`src/rtl/vigenere_stream_cipher.sv`:
```
// rtl/vigenere_stream_cipher.sv - streaming Vigenere encrypt/decrypt engine with valid/ready flow control
module vigenere_stream_cipher #(
    parameter int KEY_LEN      = 3,
    parameter int LETTERS_ONLY = 1
) (
    input  logic                                       clk,
    input  logic                                       rst,
    input  logic                                       key_wr_en,
    input  logic [((KEY_LEN > 1) ? $clog2(KEY_LEN) : 1)-1:0] key_wr_idx,
    input  logic [7:0]                                 key_wr_data,
    input  logic                                       start,
    input  logic                                       mode,
    input  logic                                       s_valid,
    output logic                                       s_ready,
    input  logic [7:0]                                 s_data,
    input  logic                                       s_last,
    output logic                                       m_valid,
    input  logic                                       m_ready,
    output logic [7:0]                                 m_data,
    output logic                                       m_last,
    output logic                                       busy
);

    localparam int IDX_W = (KEY_LEN > 1) ? $clog2(KEY_LEN) : 1;

    typedef enum logic [1:0] {
        ST_IDLE  = 2'd0,
        ST_RUN   = 2'd1,
        ST_FLUSH = 2'd2
    } state_t;

    state_t             state_q;
    state_t             state_d;

    logic [7:0]         key_regs [KEY_LEN];
    logic [IDX_W-1:0]   key_idx;
    logic               mode_q;

    logic               accept;
    logic               out_taken;

    logic [7:0]         key_byte;
    logic [7:0]         key_shift;
    logic [7:0]         base;
    logic [7:0]         off;
    logic [7:0]         sum;
    logic               is_upper;
    logic               is_lower;
    logic               key_upper;
    logic               key_lower;
    logic [7:0]         xf_data;
    logic               xf_advance;

    assign accept    = s_valid & s_ready;
    assign out_taken = m_valid & m_ready;

    // State register
    always_ff @(posedge clk) begin
        if (rst) begin
            state_q <= ST_IDLE;
        end else begin
            state_q <= state_d;
        end
    end

    // Next-state logic: a message runs until its last byte is accepted, then drains the output register
    always_comb begin
        state_d = state_q;
        case (state_q)
            ST_IDLE:  if (start)                 state_d = ST_RUN;
            ST_RUN:   if (accept && s_last)      state_d = ST_FLUSH;
            ST_FLUSH: if (out_taken && m_last)   state_d = ST_IDLE;
            default:                             state_d = ST_IDLE;
        endcase
    end

    // Output decode: input is only taken while running and the output slot is free or draining
    always_comb begin
        s_ready = 1'b0;
        busy    = 1'b0;
        if (state_q == ST_RUN) begin
            s_ready = ~m_valid | m_ready;
        end
        if (state_q != ST_IDLE) begin
            busy = 1'b1;
        end
    end

    // Byte transform: letter-preserving mod-26 shift or raw mod-256 add/subtract
    always_comb begin
        key_byte   = key_regs[key_idx];
        key_upper  = (key_byte >= 8'h41) && (key_byte <= 8'h5A);
        key_lower  = (key_byte >= 8'h61) && (key_byte <= 8'h7A);
        is_upper   = (s_data >= 8'h41) && (s_data <= 8'h5A);
        is_lower   = (s_data >= 8'h61) && (s_data <= 8'h7A);
        key_shift  = 8'(key_byte % 8'd26);
        if (key_upper) begin
            key_shift = key_byte - 8'h41;
        end else if (key_lower) begin
            key_shift = key_byte - 8'h61;
        end
        base = is_lower ? 8'h61 : 8'h41;
        off  = s_data - base;
        // Both sums stay below 52, so one conditional subtract gives the mod-26 result
        if (mode_q) begin
            sum = off + 8'd26 - key_shift;
        end else begin
            sum = off + key_shift;
        end
        if (sum >= 8'd26) begin
            sum = sum - 8'd26;
        end
        xf_data    = s_data;
        xf_advance = 1'b1;
        if (LETTERS_ONLY != 0) begin
            if (is_upper || is_lower) begin
                xf_data = base + sum;
            end else begin
                xf_advance = 1'b0;
            end
        end else begin
            xf_data = mode_q ? (s_data - key_byte) : (s_data + key_byte);
        end
    end

    // Key storage: writable only between messages so a message always sees one key
    always_ff @(posedge clk) begin
        if (rst) begin
            for (int i = 0; i < KEY_LEN; i++) begin
                key_regs[i] <= 8'h00;
            end
        end else if ((state_q == ST_IDLE) && key_wr_en && (32'(key_wr_idx) < KEY_LEN)) begin
            key_regs[key_wr_idx] <= key_wr_data;
        end
    end

    // Key index and mode: restart at slot 0 on start, step on every transformed accepted beat
    always_ff @(posedge clk) begin
        if (rst) begin
            key_idx <= '0;
            mode_q  <= 1'b0;
        end else if ((state_q == ST_IDLE) && start) begin
            key_idx <= '0;
            mode_q  <= mode;
        end else if (accept && xf_advance) begin
            if (key_idx == IDX_W'(KEY_LEN - 1)) begin
                key_idx <= '0;
            end else begin
                key_idx <= key_idx + 1'b1;
            end
        end
    end

    // Output register: loads on accept, holds under backpressure, empties when taken
    always_ff @(posedge clk) begin
        if (rst) begin
            m_valid <= 1'b0;
            m_data  <= 8'h00;
            m_last  <= 1'b0;
        end else if (accept) begin
            m_valid <= 1'b1;
            m_data  <= xf_data;
            m_last  <= s_last;
        end else if (m_ready) begin
            m_valid <= 1'b0;
        end
    end

endmodule
```
`config.mk`:
```
export PLATFORM = sky130hd
export DESIGN_NAME = vigenere_stream_cipher
export DESIGN_NICKNAME = d
export VERILOG_FILES = /design/src/rtl/vigenere_stream_cipher.sv
export SDC_FILE = /design/constraint.sdc
export NUM_CORES = 1
export LEC_CHECK = 0
export BUFFER_PORTS_ARGS = -buffer_cell sky130_fd_sc_hd__buf_2
export CORE_UTILIZATION = 25
export CTS_CLUSTER_DIAMETER = 80
export DETAILED_ROUTE_END_ITERATION = 10
export HOLD_SLACK_MARGIN = 0.03
export PLACE_DENSITY = 0.49
export SETUP_SLACK_MARGIN = 0.15
export SLEW_MARGIN = 20
export SYNTH_ARGS = -nofsm -noshare
export SYNTH_HDL_FRONTEND = slang
export SYNTH_SLANG_ARGS = --single-unit
```
`constraint.sdc`:
```
create_clock -name clk -period 10.4 [get_ports clk]
set_input_delay 1.56 -clock clk [delete_from_list [all_inputs] [get_ports clk]]
set_output_delay 1.56 -clock clk [all_outputs]
set_load 0.02 [all_outputs]
```
==> results.sh <==
export IMPL_status="finished clean"
export IMPL_fin_worst_hold_slack_ns=0.453
export IMPL_numCtsBuffers=5
export IMPL_pin_count=38
export IMPL_slew_headroom=0.273
export IMPL_pwr_share_seq=0.261
export IMPL_placed_cells_incl_taps=757
export IMPL_swShare=0.400
export IMPL_track_usage=0.119
export IMPL_wl_um=10600
export IMPL_leakagePower_nw=1.99
export IMPL_rsz0062_at_grt="false"
export IMPL_min_path_type="reg -> reg"
export IMPL_grt_pass1_vias=3619
export IMPL_drc=0
export IMPL_cts_root_buf="clkbuf_16"
export IMPL_gp_congestion=0.828
export IMPL_p_total_mw=0.859
export IMPL_antennaDiodeCount=0
export IMPL_synth_top_cell_area_share=0.215
export IMPL_dieArea_mm2=0.0184
export IMPL_synth_edff_count=32
export IMPL_drt_iter0_drc=101
export IMPL_drv_slew=0
export IMPL_cts_resized=0
export IMPL_clkLatencyLatePin_ns=0.29
export IMPL_cts_num_sinks=49
export IMPL_drtAntennaViolNets=0
export IMPL_crit_family="simple AND/OR/NAND/NOR gates"
export IMPL_synth_seq_cells=49
export IMPL_hold_viol=0
export IMPL_startpoint_type="flop"
export IMPL_grt_pass1_wl_um=17700
export IMPL_wl_per_cell_um=13.9
export IMPL_antenna_found_initial=0
export IMPL_place_hpwl_um=8420
export IMPL_cap_violations=0
export IMPL_synth_common_cells="nand2_1, nor2_1, a21oi_1"
export IMPL_syn_to_final_growth_pct=12.2
export IMPL_crit_fanout=16
export IMPL_critPathArrivalTime_ns=9.52
export IMPL_ys_seq_area_frac=0.292
export IMPL_p_sw_mw=0.344
export IMPL_internal_power_mw=0.515
export IMPL_rows=48
export IMPL_syn_cell_area_mm2=0.00446
export IMPL_grt_max_degree=20
export IMPL_layout_drive_gt1_share=0.148
export IMPL_clk_pin_slew_ns=0.07
export IMPL_path_class="reg -> reg"
export IMPL_cp_end_kind="flop"
export IMPL_worst_slew_pin_slew_ns=1.09
export IMPL_postCtsSetupBuffers=0
export IMPL_initial_utilization=0.257
export IMPL_design_area_mm2=0.00501
export IMPL_crit_buf_inv=1
export IMPL_period_minus_slack_ns=9.35
export IMPL_instances_no_fill=765
export IMPL_fill_cells=1824
export IMPL_power_share_clock=0.216
export IMPL_synth_area_leader_cell="edfxtp_1"
export IMPL_postSynthCellCount=509
export IMPL_h_tree_depth=2
export IMPL_drt_first_pass_iters=6
export IMPL_async_flop_share=0
export IMPL_dieWidth_um=136
export IMPL_cp_required_ns=10.57
export IMPL_overflow=0
export IMPL_synth_area_leaders="edfxtp_1, ha_1, dfxtp_1"
export IMPL_ys_types=72
export IMPL_nNetsFinal=599
export IMPL_post_route_period_util=0.899
export IMPL_cts_buffer_depth=2
export IMPL_yosys_warnings=0
export IMPL_slowest_stage="mux4_2"
export IMPL_core_mm2=0.0174
export IMPL_die_h_um=136
export IMPL_worst_clock_skew_ns=0.00627
export IMPL_place_port_buffers=37
export IMPL_powerDensity_mw_per_mm2=172
export IMPL_fin_tns_setup_ns=0
export IMPL_ctsHoldBuffers=0
export IMPL_vias=3755
export IMPL_cts_tree="yes"
export IMPL_p_comb_frac=0.523
export IMPL_ir_drop_uv=78.3
export IMPL_post_dp_cell_area_mm2=0.00484
export IMPL_max_freq_mhz=107
export IMPL_yosys_most_used_dff="edfxtp_1"
export IMPL_avgSynthCellArea_um2=8.77
export IMPL_synth_most_common_cell="nand2_1"
export IMPL_via_per_inst=4.91
export IMPL_setup_viol=0
export IMPL_cpPeakStageDelay_ns=0.75
-- layout by cell type (no fill, tap or decap), types with 3 or more instances in the layout --
master	n
xnor2_1	21
and2_1	28
nand2_1	50
ha_1	32
clkbuf_16	5
nand2b_1	5
nor2_1	40
nand3b_1	3
a211oi_1	7
a21boi_0	3
and3_1	3
mux4_1	3
mux4_2	5
nor3_1	17
nor2b_1	10
nor3b_1	4
or3_1	3
nor4_1	4
or4_1	4
nand3_1	10
a21o_1	3
xor2_1	10
conb_1	8
a21oi_1	33
dfxtp_1	17
o31ai_1	5
buf_2	37
o21ai_0	25
mux2i_1	10
mux2_2	7
nand4_1	4
o22ai_1	4
o21a_1	5
a31oi_1	4
edfxtp_1	32
or2_2	5
inv_1	32
-- flip-flops by register name, indices dropped and copies added (netlist names), named ones only --
register  flops
key_regs     32
state_q       2
m_data        8
m_last        1
m_valid       1
key_idx       2
mode_q        1
-- final cells by class --
cell class / instances / area (um^2) / area share
clock buffer: 5 / 125 / 0.0250
clock inverter: 3 / 46.3 / 0.00924
inverter: 32 / 120 / 0.0240
multi-input combinational: 414 / 2950 / 0.589
sequential: 49 / 1300 / 0.260
tap: 225 / 282 / 0.0562
timing repair buffer: 37 / 185 / 0.0370
-- path summary, 6_finish.rpt --
path                                 from         to  slack, ns  depth (start not counted)
worst min-delay path            m_data[0]  m_data[0]       0.45                          2
worst max register to register       flop  m_data[6]       1.05                         31
worst max-delay path                 flop  m_data[6]       1.05                         31
worst min register to register  m_data[0]  m_data[0]       0.45                          2
-- power groups by stage --
stage / clock network, mW / registers [mW] / logic, mW
4_1_cts: 0.190 / 0.224 / 0.450
3_3_place_gp: 0 / 0.228 / 0.441
2_1_floorplan: 0 / 0.229 / 0.356
6_report: 0.186 / 0.224 / 0.450
3_5_place_dp: 0 / 0.229 / 0.447
5_1_grt: 0.197 / 0.226 / 0.500
-- per-layer routing --
metal	vias to the layer above	part of all wire	track usage	routed length, um
met2	73	0.48	0.203	5110
met4	0	0.015	0.0412	163
met3	11	0.031	0.00561	328
met5	-	0	0	0
li1	1883	-	-	-
met1	1788	0.47	0.160	4990
-- logic make-up (layout without fill, tap and decap cells) --
family                   count (synthesis)  count (layout)  synth area share
AO/OA/AOI/OAI                          115             115             0.179
XOR/XNOR                                31              31            0.0608
adder cells (fa/ha/maj)                 34              34            0.0987
buffers and inverters                   53              77            0.0535
flip-flops                              49              49             0.292
multiplexers                            26              26            0.0863
other                                    1               8          0.000840
AND/OR/NAND/NOR                        200             200             0.230
-- per-stage QoR --
step,setup WS (ns),utilization
after floorplan,2.19,-
after global routing,0.434,0.289
after global placement,1.46,0.279
after CTS,1.16,0.289
final,1.05,0.289
after detailed placement,1.22,0.279
-- worst register-to-register path: cells and delay by family, from the launching register on --
family,cells,cell delay [ns]
compound gates,13,2.55
fa+ha+maj,4,1.41
mux,3,1.33
xor+xnor,2,0.45
simple gates,8,2.60
buf+inv,1,0.18
flops,1,0.70
No activity file was read; power rests on OpenSTA's default activity.
